<file path="src/rtl/ram_arb_pkg.sv">
// Shared constants and types for the scratch-RAM arbiter.
// Round-robin contention handling is enabled by defining RAM_ARB_ROUND_ROBIN_EN.
package ram_arb_pkg;

  localparam int ADDR_W    = 8;
  localparam int DATA_W    = 64;
  localparam int RAM_DEPTH = 256;

  typedef enum logic {
    ST_CLEAR,
    ST_RUN
  } state_e;

  typedef logic req_id_t;

  // Read-return tag carried alongside the RAM access.
  typedef struct packed {
    logic    valid;
    req_id_t id;
  } tag_t;

endpackage

</file>
<file path="src/rtl/ram_arbiter.sv">
// Two-requester arbiter/sequencer for the 256x64 scratch RAM; zero-sweeps the RAM after reset or clr_req.
// Macro RAM_ARB_ROUND_ROBIN_EN: round-robin on contention; undefined gives fixed priority to requester 0.
//
// state    | meaning
// ST_CLEAR | sweeping zeros into every RAM word, no grants, busy=1
// ST_RUN   | arbitrating one access per cycle between requesters 0 and 1
module ram_arbiter
  import ram_arb_pkg::*;
(
  input  logic              clk,
  input  logic              reset_n,
  input  logic              clr_req,
  output logic              busy,
  input  logic              m0_req,
  input  logic              m0_wr,
  input  logic [ADDR_W-1:0] m0_addr,
  input  logic [DATA_W-1:0] m0_wdata,
  output logic              m0_gnt,
  output logic              m0_rvalid,
  output logic [DATA_W-1:0] m0_rdata,
  input  logic              m1_req,
  input  logic              m1_wr,
  input  logic [ADDR_W-1:0] m1_addr,
  input  logic [DATA_W-1:0] m1_wdata,
  output logic              m1_gnt,
  output logic              m1_rvalid,
  output logic [DATA_W-1:0] m1_rdata,
  output logic              cen,
  output logic              wen,
  output logic [ADDR_W-1:0] s_addr,
  output logic [DATA_W-1:0] s_din,
  input  logic [DATA_W-1:0] s_dout
);

  state_e            state_q, state_d;
  logic [ADDR_W-1:0] clr_addr_q, clr_addr_d;
  logic              cen_q, cen_d;
  logic              wen_q, wen_d;
  logic [ADDR_W-1:0] addr_q, addr_d;
  logic [DATA_W-1:0] din_q, din_d;
  tag_t              tag1_q, tag1_d;
  tag_t              tag2_q;

  logic    arb_en;
  logic    pick1;
  logic    acc;
  req_id_t acc_id;

`ifdef RAM_ARB_ROUND_ROBIN_EN
  req_id_t rr_ptr_q, rr_ptr_d;

  assign pick1    = rr_ptr_q;
  assign rr_ptr_d = acc ? ~acc_id : rr_ptr_q;

  always_ff @(posedge clk or negedge reset_n) begin
    if (!reset_n) rr_ptr_q <= 1'b0;
    else          rr_ptr_q <= rr_ptr_d;
  end
`else
  assign pick1 = 1'b0;
`endif

  assign arb_en = (state_q == ST_RUN) && !clr_req;
  assign m0_gnt = arb_en & m0_req & (~m1_req | ~pick1);
  assign m1_gnt = arb_en & m1_req & (~m0_req | pick1);
  assign acc    = m0_gnt | m1_gnt;
  assign acc_id = m1_gnt;

  always_ff @(posedge clk or negedge reset_n) begin
    if (!reset_n) begin
      state_q    <= ST_CLEAR;
      clr_addr_q <= '0;
      cen_q      <= 1'b0;
      wen_q      <= 1'b0;
      addr_q     <= '0;
      din_q      <= '0;
      tag1_q     <= '0;
      tag2_q     <= '0;
    end else begin
      state_q    <= state_d;
      clr_addr_q <= clr_addr_d;
      cen_q      <= cen_d;
      wen_q      <= wen_d;
      addr_q     <= addr_d;
      din_q      <= din_d;
      tag1_q     <= tag1_d;
      tag2_q     <= tag1_q;
    end
  end

  always_comb begin
    state_d    = state_q;
    clr_addr_d = clr_addr_q;
    case (state_q)
      ST_CLEAR: begin
        clr_addr_d = clr_addr_q + 1'b1;
        if (clr_addr_q == ADDR_W'(RAM_DEPTH - 1)) state_d = ST_RUN;
      end
      ST_RUN: begin
        clr_addr_d = '0;
        if (clr_req) state_d = ST_CLEAR;
      end
      default: state_d = ST_CLEAR;
    endcase
  end

  always_comb begin
    busy   = (state_q == ST_CLEAR);
    cen_d  = 1'b0;
    wen_d  = 1'b0;
    addr_d = addr_q;
    din_d  = din_q;
    tag1_d = '0;
    if (state_q == ST_CLEAR) begin
      cen_d  = 1'b1;
      wen_d  = 1'b1;
      addr_d = clr_addr_q;
      din_d  = '0;
    end else if (acc) begin
      cen_d       = 1'b1;
      wen_d       = acc_id ? m1_wr : m0_wr;
      addr_d      = acc_id ? m1_addr : m0_addr;
      din_d       = wen_d ? (acc_id ? m1_wdata : m0_wdata) : '0;
      tag1_d.valid = ~wen_d;
      tag1_d.id    = acc_id;
    end
  end

  assign cen       = cen_q;
  assign wen       = wen_q;
  assign s_addr    = addr_q;
  assign s_din     = din_q;
  assign m0_rvalid = tag2_q.valid & ~tag2_q.id;
  assign m1_rvalid = tag2_q.valid & tag2_q.id;
  // Both ports see the RAM output; rvalid says whose it is.
  assign m0_rdata  = s_dout;
  assign m1_rdata  = s_dout;

endmodule

</file>
<file path="config.mk">
export PLATFORM = sky130hd
export DESIGN_NAME = ram_arbiter
export DESIGN_NICKNAME = d
export VERILOG_FILES = /design/src/rtl/ram_arb_pkg.sv /design/src/rtl/ram_arbiter.sv
export SDC_FILE = /design/constraint.sdc
export NUM_CORES = 1
export LEC_CHECK = 0
export BUFFER_PORTS_ARGS = -buffer_cell sky130_fd_sc_hd__buf_2
export CAP_MARGIN = 15
export CORE_AREA = 2 2 165 167
export CTS_CLUSTER_DIAMETER = 200
export DETAILED_ROUTE_END_ITERATION = 8
export DIE_AREA = 0 0 167 169
export REMOVE_ABC_BUFFERS = 1
export SLEW_MARGIN = 5
export SYNTH_ARGS = -nofsm -noshare
export SYNTH_HDL_FRONTEND = slang
export SYNTH_SLANG_ARGS = --single-unit
</file>
<file path="constraint.sdc">
create_clock -name clk -period 2.6 [get_ports clk]
set_input_delay 0.52 -clock clk [delete_from_list [all_inputs] [get_ports clk]]
set_output_delay 0.52 -clock clk [all_outputs]
set_load 0.01 [all_outputs]
</file>
==> metrics.md <==
| Metric | Value |
|---|---|
| Clock latency of the later-clocked register in the worst-skew pair | 350 ps |
| Yosys top cell area share | 42.9% |
| Pins over their slew limit | 0 |
| Initial Util | 19.2% |
| Top_reg_cell synth | sky130_fd_sc_hd__dfrtp_1 |
| Post-CTS clock slew at the launch and capture registers of the worst setup and hold paths | 70 ps |
| Worst Hold Slack | 180 ps |
| Capturing element type of the critical path | output pin |
| TritonCTS clock tree | yes |
| Total clock sinks | 87 |
| Number of core rows | 60 |
| Count of unresolved DRC violations after routing | 0 |
| Final Hold Fails | 0 |
| Cell at the root of the clock tree | sky130_fd_sc_hd__clkbuf_16 |
| Crit-path max FO | 14 |
| Detailed router's first-iteration violation count | 330 |
| Post-Synthesis Mean Instance Area | 11.2 um^2 |
| Total number of nets in the final design | 767 |
| Slowest cell on the critical path | sky130_fd_sc_hd__and4bb_4 |
| Number of port buffers | 229 |
| Ordered list of cells on the worst path | buf_2 > and4bb_4 > buf_2 |
| Highest achievable clock rate | 492 MHz |
| Antenna cell count | 0 |
| Detail Placement HPWL | 23200 um |
| Area after detailed placement | 0.00563 mm^2 |
| Synthesis warning total | 0 |
| Number of global-route vias before repair | 3869 |
| Gr usage total | 18.4% |
| Die extent in y | 169 um |
| Max capacitance violation total | 0 |
| Max stage delay on crit path | 510 ps |
| Flip-flop and latch count after synthesis | 87 |
| Setup slack at placement | 507 ps |
| Area leader, netlist | sky130_fd_sc_hd__dfrtp_1 |
| Post-route clock period utilization | 78.2% |
| Minimum period implied by the final worst setup slack | 2030 ps |
| Drt pass-1 iters | 4 |
| Count leader, synth | sky130_fd_sc_hd__buf_4 |
| Netlist area before placement | 0.00507 mm^2 |
| Count of filler cells inserted in the layout | 2831 |
| Category of the critical setup timing path | in2out |
| Count of nets left with antenna violations after detail routing | 0 |
| Share of post-route cells with drive strength above 1 | 47.7% |
| Relative slew slack | 57.9% |
| Synth-to-layout area growth | 17.7% |
| Worst-case clock buffer depth | 2 |
| Design Area, Final | 0.00597 mm^2 |
| First-pass GRT wire length | 34500 um |
| Post-route core utilization | 22.5% |
| Post-CTS setup repair buffer count | 0 |
| Die Area | 0.0282 mm^2 |
| Required time reported for the critical path endpoint | 2080 ps |
| Cell types occupying the most area after synthesis | sky130_fd_sc_hd__dfrtp_1 43%, sky130_fd_sc_hd__buf_4 19%, sky130_fd_sc_hd__mux2i_1 13% |
| Initial antenna violation count | 0 |
| Final Skew | 7.02 ps |
| Synth top cells by count | 129 x sky130_fd_sc_hd__buf_4, 87 x sky130_fd_sc_hd__dfrtp_1, 65 x sky130_fd_sc_hd__mux2i_1, 60 x sky130_fd_sc_hd__o2bb2ai_1, 18 x sky130_fd_sc_hd__nand2_1 |
| Async set or reset register ratio after synthesis | 100% |
| Synth unique cells | 35 |
| Number of instances in the synthesized netlist | 454 |
| Deepest level of the CTS H-tree | 3 |
| Slew at the pin closest to its max-slew limit | 631 ps |
| Peak VDD IR | 0.227 mV |
| Startpoint type of the worst setup path | input port |
| Routability congestion estimate | 0.852 |
| Power density normalized to cell area | 514 mW/mm^2 |
| DR vias/cell | 4.34 |
| Total gr overflow | 0 |
| Number of synthesized flops with an enable pin | 0 |
| Leak | 2.84 nW |
| # setup viols final | 0 |
| Total wirelength of the detailed-routed design | 26900 um |
| Largest net degree at the start of global routing | 47 |
| Post-synthesis sequential area ratio | 42.9% |
| Routed via count | 3890 |
| CTS resizes | 0 |
| Result of the run | finished clean |
| Die extent in x | 167 um |
| Std-Cell Core Area | 0.0265 mm^2 |
| Number of top-level pins | 422 |
| Total of hold buffers inserted after clock tree synthesis | 0 |
| Path category of the worst min-delay check | in2async |
| Least setup slack across all paths after layout | 567 ps |
| RSZ-0062 raised after global routing | no |
| Total clock buffers created by CTS | 9 |
| Crit-path most repeated cell | sky130_fd_sc_hd__buf_2 |
| Signal arrival time at the worst endpoint | 1510 ps |
| Routed wirelength normalized by instance count | 30.0 um |
## per-layer routing
| metal | global-route usage (%) | routed length, um | up-vias |
|---|---|---|---|
| li1 | - | - | 1664 |
| met1 | 14.5 | 7750 | 1820 |
| met2 | 30.3 | 13000 | 373 |
| met3 | 18.5 | 5340 | 23 |
| met4 | 4.95 | 554 | 10 |
| met5 | 9.57 | 319 | - |
## critical path, delay by kind of cell
family / cells / cell delay, ps
buf+inv: 2 / 460
simple gates: 1 / 510
## where the power goes
part	switching (mW)	internal (mW)
Sequential	0	1.35
Clock	0.569	0.943
Combinational	0.0943	0.109
Total	0.664	2.41
## logic make-up (layout without fill, tap and decap cells)
logic type / after synthesis / count (layout) / synth area share (%)
buf+inv: 160 / 262 / 23.4
compound gates: 87 / 87 / 14.7
flops: 87 / 87 / 42.9
mux: 66 / 66 / 13.0
simple gates: 50 / 50 / 5.15
xor+xnor: 3 / 3 / 0.518
fa+ha+maj: 1 / 1 / 0.247
## final timing paths
path                                startpoint                     to  slack, ps  cells after the start
min                                    reset_n  s_addr[7]$_DFFE_PN0P_        180                      1
min reg2reg                tag1_q[0]$_DFF_PN0_    tag2_q[0]$_DFF_PN0_        350                      0
min in group clk           tag1_q[0]$_DFF_PN0_    tag2_q[0]$_DFF_PN0_        350                      0
max                                     m1_req                 m1_gnt        570                      3
max in group asynchronous              reset_n  s_din[34]$_DFFE_PN0P_       1750                      2
max reg2reg                  state_q$_DFF_PN0_  s_din[54]$_DFFE_PN0P_        950                      4
## through the flow
stage	instances	TNS (ps)	power, mW
floorplan	298	-64190	1.42
global placement	881	0	1.59
detailed placement	881	0	1.59
CTS	897	0	3.13
global route	897	0	3.21
finish	897	0	3.07
## cell usage in the layout (no fill, tap or decap), types with 2 or more instances in the layout
cell type,instances
sky130_fd_sc_hd__xnor2_1,2
sky130_fd_sc_hd__a21oi_1,3
sky130_fd_sc_hd__nand3_1,3
sky130_fd_sc_hd__o21ai_0,9
sky130_fd_sc_hd__nand2_1,18
sky130_fd_sc_hd__dfrtp_1,87
sky130_fd_sc_hd__bufinv_16,3
sky130_fd_sc_hd__clkbuf_16,9
sky130_fd_sc_hd__o2bb2ai_1,60
sky130_fd_sc_hd__o2bb2ai_2,4
sky130_fd_sc_hd__buf_2,228
sky130_fd_sc_hd__or3_1,2
sky130_fd_sc_hd__and2_1,4
sky130_fd_sc_hd__nor2_1,6
sky130_fd_sc_hd__nor2b_1,9
sky130_fd_sc_hd__clkbuf_1,2
sky130_fd_sc_hd__mux2i_1,65
sky130_fd_sc_hd__nor3_1,2
sky130_fd_sc_hd__inv_1,4
sky130_fd_sc_hd__buf_12,3
sky130_fd_sc_hd__a221o_1,7
sky130_fd_sc_hd__buf_4,11
## state kept, by name, indices dropped and copies added (netlist names)
name and count:
s_addr 8, tag1_q 2, clr_addr_q 8, state_q 1, s_din 64, tag2_q 2
wen 1, cen 1
## layout make-up
cell class,instances,area (um^2),area share [%]
Multi-Input combinational cell,207,1730,29.0
Timing Repair Buffer,242,1280,21.5
Tap cell,341,427,7.14
Sequential cell,87,2180,36.5
Clock inverter,5,106,1.78
Inverter,4,15.0,0.251
Clock buffer,11,233,3.90
(Power assumes the default switching activity.)
